[src/rtl/tpu_result_streamer.sv]
// TPU result return path: reads the FP16 result region byte-wise and
// emits one HEADER/LEN/payload/CHK frame on a valid/ready byte stream.
module tpu_result_streamer #(
  parameter int          NUM_WORDS = 8,
  parameter logic [7:0]  BASE_ADDR = 8'd192,
  parameter logic [7:0]  HEADER    = 8'hA5
) (
  input  logic       clk,
  input  logic       rst_n,
  input  logic       start,
  input  logic       abort,
  output logic       rd_en,
  output logic [7:0] rd_addr,
  input  logic [7:0] rd_data,
  output logic [7:0] tx_data,
  output logic       tx_valid,
  input  logic       tx_ready,
  output logic       busy,
  output logic       done
);

  localparam logic [7:0] LEN_B = 8'(2 * NUM_WORDS);
  localparam logic [7:0] LAST  = 8'(2 * NUM_WORDS - 1);

  typedef enum logic [2:0] {
    S_IDLE,
    S_HDR,
    S_LEN,
    S_FETCH,
    S_WAIT,
    S_SEND,
    S_CHK,
    S_DONE
  } state_t;

  state_t     state;
  logic [7:0] sum;
  logic [7:0] cnt;
  logic       accept;

  assign accept = tx_valid && tx_ready;

  always_ff @(posedge clk or negedge rst_n) begin
    if (!rst_n) begin
      state    <= S_IDLE;
      rd_en    <= 1'b0;
      rd_addr  <= BASE_ADDR;
      tx_data  <= 8'd0;
      tx_valid <= 1'b0;
      busy     <= 1'b0;
      done     <= 1'b0;
      sum      <= 8'd0;
      cnt      <= 8'd0;
    end else begin
      rd_en <= 1'b0;
      done  <= 1'b0;
      if (abort) begin
        state    <= S_IDLE;
        tx_valid <= 1'b0;
        busy     <= 1'b0;
      end else begin
        unique case (state)
          S_IDLE: begin
            if (start) begin
              state    <= S_HDR;
              tx_data  <= HEADER;
              tx_valid <= 1'b1;
              cnt      <= 8'd0;
              rd_addr  <= BASE_ADDR;
              sum      <= 8'd0;
              busy     <= 1'b1;
            end
          end
          S_HDR: begin
            if (accept) begin
              state   <= S_LEN;
              tx_data <= LEN_B;
              sum     <= LEN_B;
            end
          end
          S_LEN: begin
            if (accept) begin
              state    <= S_FETCH;
              tx_valid <= 1'b0;
              rd_en    <= 1'b1;
            end
          end
          S_FETCH: begin
            state <= S_WAIT;
          end
          S_WAIT: begin
            state    <= S_SEND;
            tx_data  <= rd_data;
            tx_valid <= 1'b1;
            sum      <= sum + rd_data;
          end
          S_SEND: begin
            if (accept) begin
              rd_addr <= rd_addr + 8'd1;
              cnt     <= cnt + 8'd1;
              if (cnt == LAST) begin
                // two's complement makes LEN+payload+CHK sum to zero
                state   <= S_CHK;
                tx_data <= 8'd0 - sum;
              end else begin
                state    <= S_FETCH;
                tx_valid <= 1'b0;
                rd_en    <= 1'b1;
              end
            end
          end
          S_CHK: begin
            if (accept) begin
              state    <= S_DONE;
              tx_valid <= 1'b0;
            end
          end
          S_DONE: begin
            state <= S_IDLE;
            done  <= 1'b1;
            busy  <= 1'b0;
          end
          default: begin
            state    <= S_IDLE;
            tx_valid <= 1'b0;
            busy     <= 1'b0;
          end
        endcase
      end
    end
  end

endmodule

[config.mk]
export PLATFORM = sky130hd
export DESIGN_NAME = tpu_result_streamer
export DESIGN_NICKNAME = d
export VERILOG_FILES = /design/src/rtl/tpu_result_streamer.sv
export SDC_FILE = /design/constraint.sdc
export NUM_CORES = 1
export LEC_CHECK = 0
export ABC_AREA = 0
export ABC_CLOCK_PERIOD_IN_PS = 2900
export CAP_MARGIN = 20
export CORE_MARGIN = 10
export CORE_UTILIZATION = 59
export DETAILED_ROUTE_END_ITERATION = 6
export GPL_ROUTABILITY_DRIVEN = 0
export PLACE_DENSITY_LB_ADDON = 0.12
export SYNTH_ARGS = -nofsm -noshare
export SYNTH_HDL_FRONTEND = slang
export SYNTH_SLANG_ARGS = --single-unit
[constraint.sdc]
create_clock -name clk -period 2.9 [get_ports clk]
set_input_delay 0.29 -clock clk [delete_from_list [all_inputs] [get_ports clk]]
set_output_delay 0.29 -clock clk [all_outputs]
set_load 0.02 [all_outputs]
==> results of run 1 <==
## final cells by class
| cell class | count | area [µm²] |
|---|---|---|
| well taps | 48 | 60.1 |
| multi-input cells | 193 | 1240 |
| flip-flops and latches | 39 | 978 |
| fillers | 314 | 1020 |
| clock inverters | 2 | 12.5 |
| repair buffers | 34 | 330 |
| clock buffers | 6 | 72.6 |
| inverters | 6 | 22.5 |
## cells by family after synthesis
family                     count (synthesis)
AOI/OAI and AO/OA                         54
DFF                                       39
adders and majority gates                 11
and+or+nand+nor                          102
muxes                                      3
buffers and inverters                     15
xor gates and xnor gates                  23
## through the flow
stage	cells	total power [mW]	hold slack [ps]	util [%]
6_report	328	1.23	92.5	72.7
5_1_grt	328	1.29	152	72.7
3_3_place_gp	320	0.870	452	70.4
4_1_cts	328	1.24	118	72.7
2_1_floorplan	247	0.777	-5.59	-
3_5_place_dp	320	0.874	445	70.4
## cell usage after synthesis (3+ instances only)
cell type | number | share of area, %
a21oi_1 | 16 | 3.4
a22oi_1 | 3 | 0.96
and3_1 | 4 | 1.1
buf_6 | 3 | 1.4
clkbuf_8 | 4 | 2.3
dfrtp_1 | 37 | 39
ha_1 | 10 | 5.3
inv_1 | 6 | 0.96
mux2_2 | 3 | 1.4
nand2_1 | 34 | 5.4
nand2b_1 | 4 | 1.1
nand3_1 | 5 | 1.1
nand4_1 | 8 | 2.1
nor2_1 | 22 | 3.5
nor2b_1 | 3 | 0.80
nor3_1 | 6 | 1.3
nor3_2 | 3 | 1.3
o21ai_0 | 22 | 4.7
xnor2_1 | 6 | 2.2
xor2_1 | 17 | 6.3
## power groups by stage
stage | clock, mW | sequential, mW | combinational, mW
3_3_place_gp | 0 | 0.605 | 0.266
2_1_floorplan | 0 | 0.625 | 0.151
4_1_cts | 0.370 | 0.595 | 0.270
5_1_grt | 0.398 | 0.599 | 0.293
6_report | 0.368 | 0.596 | 0.268
3_5_place_dp | 0 | 0.605 | 0.268
## flip-flops by register name, summed over array words and instances, names as in the netlist
| signal | count |
|---|---|
| tx_valid | 1 |
| state | 3 |
| rd_addr | 8 |
| rd_en | 1 |
| done | 1 |
| busy | 1 |
| tx_data | 8 |
| sum | 8 |
| cnt | 8 |
## metal layers
metal / track usage, % / vias up / wire length, µm
met2: 22.4 / 54 / 2410
met5: 0 / - / 0
met3: 5.66 / 9 / 385
li1: - / 928 / -
met4: 4.31 / 0 / 70
met1: 18.7 / 944 / 2390
## how the worst max path moves through the flow
stage / endpoint / slack [ps]
finish: cnt[6] / 680
CTS: cnt[6] / 710
global placement: sum[7] / 640
global route: rd_addr[4] / 510
floorplan: sum[7] / 1090
detailed placement: sum[7] / 570
==> summary.txt, run 1 <==
Crit. End Element = register
combinational share of power = 21.8%
worst endpoint required time = 3070 ps
Max-cap violations = 0
slowest CP cell = dfrtp_1
post-CTS resize count = 0
crit-path cells = nand4_1, a2111oi_4, and3_1, and2b_1, xnor2_1, nor2_1
Chip Width = 83.1 µm
Reg2Reg Depth = 6
Setup crit start = state[2]
Reg power frac = 48.3%
Tmin final = 2220 ps
gr usage total = 14.7%
XOR/XNOR share of the synthesized area = 8.59%
Sw Pwr = 373 µW
root buf cell = clkbuf_8
num ports = 33
area of the mapped netlist = 2350 µm²
design area = 2720 µm²
synth warn = 0
DP Wirelength = 3830 µm
Power Density = 453 nW/µm²
H-Tree Depth = 2
largest net degree at the start of global routing = 40
Worst-Skew Late Latency = 300 ps
Slew Viols, Final = 0
most frequent cells in the layout = dfrtp_1, nand2_1, clkdlybuf4s50_1
switching part of the total = 30.3%
setup TNS = 0 ps
Reg2Reg Launch Point = state[2]
first-pass GRT wire length = 8590 µm
initial antenna violation count = 0
I/O Buffers = 32
setup ws final = 676 ps
final setup fails = 0
Crit Path Category = register to register
n_diodes = 0
Post-Route Skew = 9.25 ps
worst-path maximum fanout = 17
Worst Max-Slew Pin Slew = 856 ps
multiplexer share of the synthesized area = 1.44%
pre-CTS WS = 575 ps
Initial Utilization = 62.7%
Via density = 5.90
Mapped Cells = 247
Pre-antenna DRT Iters = 4
Synth-to-Final Area Change = 16.0%
crit-path max cell delay = 660 ps
DR iter-0 viols = 166
Slew headroom = 43.0%
Via Count = 1935
Simple-Gate Fraction of Synth Area = 22.2%
Site Rows = 22
FF-to-FF setup slack = 680 ps
Antenna Nets Post-Route = 0
# Post-CTS Setup Buffers = 0
P_leak = 1.20 nW
EDFF count, synth = 0
cell count along the critical path = 6
Final Cycle Share = 76.7%
Synth Area in Compound Gates = 14.6%
most common cell after layout, fill and taps aside = dfrtp_1
Seq/Total Area, Yosys = 41.7%
Syn Nets = 271
async set or reset register ratio after synthesis = 100%
CTS tree = built
vias in the first global route = 1796
status = finished clean
hold crit path type = primary input to async pin
die area = 6900 µm²
grt ovf = 0
Hold Buf Count CTS = 0
core area = 3740 µm²
number of hold violations in the final report = 0
Worst Path Buf+Inv = 0
crit path DAT = 2390 ps
ratio of cells with drive above 1 in the final layout = 8.57%
Clock Sinks = 39
Mean Syn Cell Area = 9.50 µm²
Pint = 859 µW
Routed WL = 5250 µm
crit-path leading delay family = simple AND/OR/NAND/NOR gates
clk slew on worst S/H paths = 80 ps
DRC = 0
RR Endpoint = cnt[6]
RSZ-0062 raised after global routing = no
Netlist cell types = 47
Max Clock Freq = 450 MHz
Total Nets Final = 303
Clock power frac = 29.9%
number of buffers created by CTS = 5
Synth Area in Adders = 6.19%
largest family of logic cells by synthesized area = simple AND/OR/NAND/NOR gates
Die H = 83.1 µm
number of synthesized register bits = 39
routed len/inst = 16.0 µm
Most used DFF post-synth = dfrtp_1
CTS max path bufs = 2
maximum ir drop on the vdd rail = 0.291 mV
dpl cell area = 2640 µm²
critical path launch point type = register
Power figures use the tool's default switching activity.
==> run 2: changes to the inputs <==
ABC_CLOCK_PERIOD_IN_PS = 2150   (was 2900)
CORE_UTILIZATION = 55   (was 59)
clock period = 2.15 ns   (was 2.9 ns; I/O delays follow)
==> run 2 against run 1 <==
Effect of this change: clock skew shrank 4.0 ps; clock-buffer cell count is the same; highest routed layer unchanged; critical endpoint is now sum[7]; register-to-register slack lost 470 ps; sequential share of layout area shrank 1.5 points; worst hold slack lost 66 ps.
==> summary.txt, run 2 (synthesis gave the netlist of run 1 again) <==
# Post-CTS Setup Buffers = 0 (unchanged)
RSZ-0062 raised after global routing = no
CTS tree = built
n_diodes = 0 (unchanged)
Power Density = 592 nW/µm² (+31%)
slowest CP cell = dfrtp_1
area taken by multi-input logic gates = 1240 µm² (unchanged)
Worst-Skew Late Latency = 300 ps (about the same)
first-pass GRT wire length = 8990 µm (+4.7%)
most frequent cells in the layout = dfrtp_1, nand2_1, clkdlybuf4s50_1
DRC = 0 (unchanged)
RR Endpoint = sum[7]
Reg2Reg Launch Point = sum[1]
worst endpoint required time = 2340 ps (-730 ps)
Crit Path Category = register to register
H-Tree Depth = 2 (unchanged)
setup ws final = 201 ps (-474 ps)
number of buffers created by CTS = 5 (unchanged)
CTS max path bufs = 2 (unchanged)
status = finished clean
crit-path cells = ha_1, a211oi_1, o21ai_0, o31ai_1, xnor2_1, o21bai_1, a22o_1
Die H = 85.3 µm (+2.7%)
crit-path max cell delay = 430 ps (-230 ps)
Chip Width = 85.3 µm (+2.7%)
root buf cell = clkbuf_8
num ports = 33 (unchanged)
Initial Utilization = 57.8% (-4.9 points)
ratio of cells with drive above 1 in the final layout = 13.2% (+4.6 points)
pre-CTS WS = -28.5 ps (-603 ps)
critical path launch point type = register
final setup fails = 0 (unchanged)
FF-to-FF setup slack = 200 ps (-470 ps)
most common cell after layout, fill and taps aside = dfrtp_1
DR iter-0 viols = 121 (-27%)
Clock Sinks = 39 (unchanged)
Max-cap violations = 0 (unchanged)
crit-path leading delay family = compound AO/OA/AOI/OAI gates
worst-path maximum fanout = 5 (-12)
Slew headroom = 41.9% (-1.0 points)
maximum ir drop on the vdd rail = 0.396 mV (+36%)
gr usage total = 14.9% (+0.19 points)
Total Nets Final = 318 (+5.0%)
Pre-antenna DRT Iters = 4 (unchanged)
Post-Route Skew = 5.24 ps (-4.01 ps)
Worst Path Buf+Inv = 0 (unchanged)
Tmin final = 1950 ps (-276 ps)
crit path to = sum[7]
Worst Max-Slew Pin Slew = 871 ps (+15.7 ps)
fin util = 69.9% (-2.8 points)
grt ovf = 0 (unchanged)
Max Clock Freq = 513 MHz (+14%)
dpl cell area = 2750 µm² (+4.4%)
design area = 2840 µm² (+4.2%)
P_leak = 1.28 nW (+6.1%)
Slew Viols, Final = 0 (unchanged)
post-CTS resize count = 0 (unchanged)
Routed WL = 5170 µm (-1.5%)
hold crit path type = primary input to async pin
I/O Buffers = 32 (unchanged)
Final Cycle Share = 90.6% (+14 points)
clk slew on worst S/H paths = 80 ps (about the same)
Final Non-Filler Cells = 345 (+5.2%)
Antenna Nets Post-Route = 0 (unchanged)
routed len/inst = 15.0 µm (-6.4%)
setup TNS = 0 ps (unchanged)
largest net degree at the start of global routing = 40 (unchanged)
initial antenna violation count = 0 (unchanged)
DP Wirelength = 3900 µm (+1.7%)
Setup crit start = sum[1]
Cells after DPL = 337 (+5.3%)
Layout fillers = 328 (+4.5%)
Via Count = 1907 (-1.4%)
Reg area = 978 µm² (unchanged)
Site Rows = 23 (+4.5%)
Via density = 5.53 (-6.3%)
number of hold violations in the final report = 0 (unchanged)
cell count along the critical path = 7 (+1)
core area = 4060 µm² (+8.4%)
vias in the first global route = 1883 (+4.8%)
Hold Buf Count CTS = 0 (unchanged)
Reg2Reg Depth = 7 (+1)
Synth-to-Final Area Change = 20.9%
crit path DAT = 2140 ps (-250 ps)
die area = 7280 µm² (+5.5%)
Crit. End Element = register
==> run 2: area by class of cell <==
type	count	area share [%]
Timing Repair Buffer	49	15.6
Clock buffer	6	2.56
Sequential cell	39	34.5
Inverter	6	0.794
Clock inverter	2	0.441
Tap cell	50	2.21
Multi-Input combinational cell	193	43.9
==> run 2: report_power, final <==
group          internal [mW]  total (mW)  leakage [nW]  switching (mW)
logic                  0.177       0.383         0.718           0.206
clock network          0.227       0.495        0.0412           0.268
registers              0.770       0.800         0.517          0.0302
total                   1.17        1.68          1.28           0.504
==> run 2: layer usage <==
metal	global-route usage (%)	part of all wire, %
met5	0	0
met3	5.16	6.0
met1	19.2	49
met2	22.6	44
met4	4.94	1.6
==> run 2: per-stage QoR <==
| step | power [mW] | hold WS [ps] |
|---|---|---|
| floorplan | 1.05 | -80.6 |
| global placement | 1.19 | 390 |
| detailed placement | 1.20 | 390 |
| CTS | 1.69 | 69.7 |
| global route | 1.76 | 95.3 |
| finish | 1.68 | 26.3 |
==> run 2: worst reg2reg max path, cell delays in order (launching register included) <==
cell and delay (ps):
dfrtp_1 430, ha_1 310, a211oi_1 190, o21ai_0 190, o31ai_1 280, xnor2_1 180
o21bai_1 100, a22o_1 170
==> run 2: how the worst min path moves through the flow <==
stage / endpoint / depth (start not counted)
floorplan: busy / 0
global placement: done / 1
detailed placement: done / 1
CTS: done / 1
global route: done / 1
finish: tx_data[0] / 1
==> run 3: changes to the inputs <==
CORE_MARGIN = 1.5   (was 10)
==> run 3 against run 2 <==
Effect of this change: global-route usage increased by 9.8 points; highest routed layer unchanged; cell count grew 0.58%; die area decreased by 36%; combinational power rose by 3%; flip-flop and latch count unchanged; via count grew 2.4%; largest power group unchanged.
==> summary.txt, run 3 (synthesis gave the netlist of run 1 again) <==
Max-cap violations = 0 (unchanged)
largest net degree at the start of global routing = 40 (unchanged)
root buf cell = clkbuf_8
number of hold violations in the final report = 0 (unchanged)
num ports = 33 (unchanged)
Slew Viols, Final = 0 (unchanged)
Slew headroom = 42.7% (+0.79 points)
design area = 2890 µm² (+1.9%)
critical path launch point type = primary input
Hold Buf Count CTS = 0 (unchanged)
pre-CTS WS = -74.6 ps (-46.0 ps)
gr usage total = 24.7% (+9.8 points)
most common cell after layout, fill and taps aside = dfrtp_1
Cells after DPL = 339 (+0.59%)
Crit Path Category = primary input to register
first-pass GRT wire length = 8550 µm (-4.9%)
Site Rows = 23 (unchanged)
Via Count = 1952 (+2.4%)
H-Tree Depth = 2 (unchanged)
Antenna Nets Post-Route = 0 (unchanged)
Design Power = 1.81 mW (+7.9%)
hold crit path type = primary input to async pin
core area = 4060 µm² (unchanged)
Power Density = 627 nW/µm² (+6.0%)
Clock Sinks = 39 (unchanged)
crit-path leading delay family = adder cells
routed len/inst = 14.8 µm (-0.96%)
# Post-CTS Setup Buffers = 0 (unchanged)
met1 Use GR = 34.2% (+15 points)
crit path DAT = 2160 ps (+20 ps)
RSZ-0062 raised after global routing = no
Via density = 5.63 (+1.8%)
Worst-Skew Late Latency = 290 ps (about the same)
worst-path maximum fanout = 3 (-2)
Total Nets Final = 320 (+0.63%)
status = finished clean
CTS tree = built
DR iter-0 viols = 221 (+83%)
crit-path cells = clkdlybuf4s50_1, ha_1, inv_1, fa_1, nor2b_1, o21ai_0, nor2b_1, xnor2_1, a21oi_1, a21oi_1
Initial Utilization = 57.8% (unchanged)
most frequent cells in the layout = dfrtp_1, nand2_1, clkdlybuf4s50_1
Max Clock Freq = 515 MHz (+0.34%)
Pre-antenna DRT Iters = 4 (unchanged)
DP Wirelength = 3810 µm (-2.3%)
n_diodes = 0 (unchanged)
die area = 4670 µm² (-36%)
P_leak = 1.30 nW (+1.9%)
Chip Width = 68.3 µm (-20%)
Tmin final = 1940 ps (-6.67 ps)
number of buffers created by CTS = 5 (unchanged)
Crit. End Element = register
met3 usage in global routing = 5.76% (+0.59 points)
Final Cycle Share = 90.3% (-0.31 points)
Worst Max-Slew Pin Slew = 859 ps (-11.9 ps)
grt ovf = 0 (unchanged)
maximum ir drop on the vdd rail = 0.397 mV (+0.17%)
I/O Buffers = 32 (unchanged)
dpl cell area = 2770 µm² (+0.55%)
crit-path max cell delay = 480 ps (+50 ps)
final setup fails = 0 (unchanged)
ratio of cells with drive above 1 in the final layout = 14.8% (+1.6 points)
setup ws final = 208 ps (+6.67 ps)
CTS max path bufs = 2 (unchanged)
Post-Route Skew = 3.17 ps (-2.08 ps)
DRC = 0 (unchanged)
Worst Path Buf+Inv = 2 (+2)
worst endpoint required time = 2370 ps (+30 ps)
Routed WL = 5150 µm (-0.39%)
Layout fillers = 315 (-4.0%)
met2 Use GR = 39.3% (+17 points)
vias in the first global route = 1829 (-2.9%)
Final Non-Filler Cells = 347 (+0.58%)
GRT busiest layer = met2
initial antenna violation count = 0 (unchanged)
Synth-to-Final Area Change = 23.1%
Die H = 68.3 µm (-20%)
clk slew on worst S/H paths = 80 ps (about the same)
slowest CP cell = clkdlybuf4s50_1
run 3: changes by cell type in the layout (fill, tap and decap cells not counted):
| cell | delta |
|---|---|
| buf_4 | +2 |
| a211oi_1 | -1 |
| a211oi_2 | +1 |
| bufinv_16 | +1 |
| clkbuf_1 | -1 |
| clkinv_4 | +1 |
| clkinvlp_4 | -1 |
| o21ai_0 | -1 |
| o21ai_1 | +1 |
| o31ai_1 | -1 |
| o31ai_2 | +1 |
run 3: layout make-up:
cell class                      instances  area (µm²)  area share (%)
Multi-Input combinational cell        193        1250            43.4
Sequential cell                        39         978            33.9
Timing Repair Buffer                   51         458            15.9
Clock buffer                            5        68.8            2.38
Tap cell                               50        62.6            2.17
Clock inverter                          3        43.8            1.52
Inverter                                6        22.5           0.780
run 3: power by group:
part | leakage (nW) | switching [mW] | total (mW) | internal [mW]
logic | 0.726 | 0.209 | 0.393 | 0.183
registers | 0.517 | 0.0320 | 0.802 | 0.770
clock network | 0.0581 | 0.272 | 0.617 | 0.346
total | 1.30 | 0.513 | 1.81 | 1.30
run 3: per-stage QoR:
stage	hold WS [ps]	util [%]	setup TNS, ps
6_report	31.3	71.2	0
5_1_grt	103	71.2	0
4_1_cts	69.9	71.0	0
3_5_place_dp	391	68.2	-169
3_3_place_gp	387	68.2	-49.1
2_1_floorplan	-80.6	-	0
run 3: layer usage:
| metal | wire (µm) | vias up |
|---|---|---|
| met1 | 2400 | 934 |
| met3 | 263 | 4 |
| met2 | 2450 | 54 |
| li1 | - | 960 |
| met4 | 38 | 0 |
| met5 | 0 | - |
run 3: repair_timing:
| item | 4_1_cts | 5_1_grt |
|---|---|---|
| endpoints found under the setup margin | 0 | 1 |
| hold endpoints to repair | 0 | 0 |
| gates resized for setup | 0 | 3 |
run 3: worst paths after layout:
path,start,slack [ps],endpoint,depth (start not counted)
setup / recovery,rd_data[0],210,sum[4],10
hold / removal,rst_n,30,busy,1
setup reg to reg,sum[0],210,tx_data[5],7
hold reg to reg,tx_data[4],510,tx_data[4],2
max in group asynchronous,rst_n,1580,sum[6],1
min in group clk,tx_data[4],510,tx_data[4],2
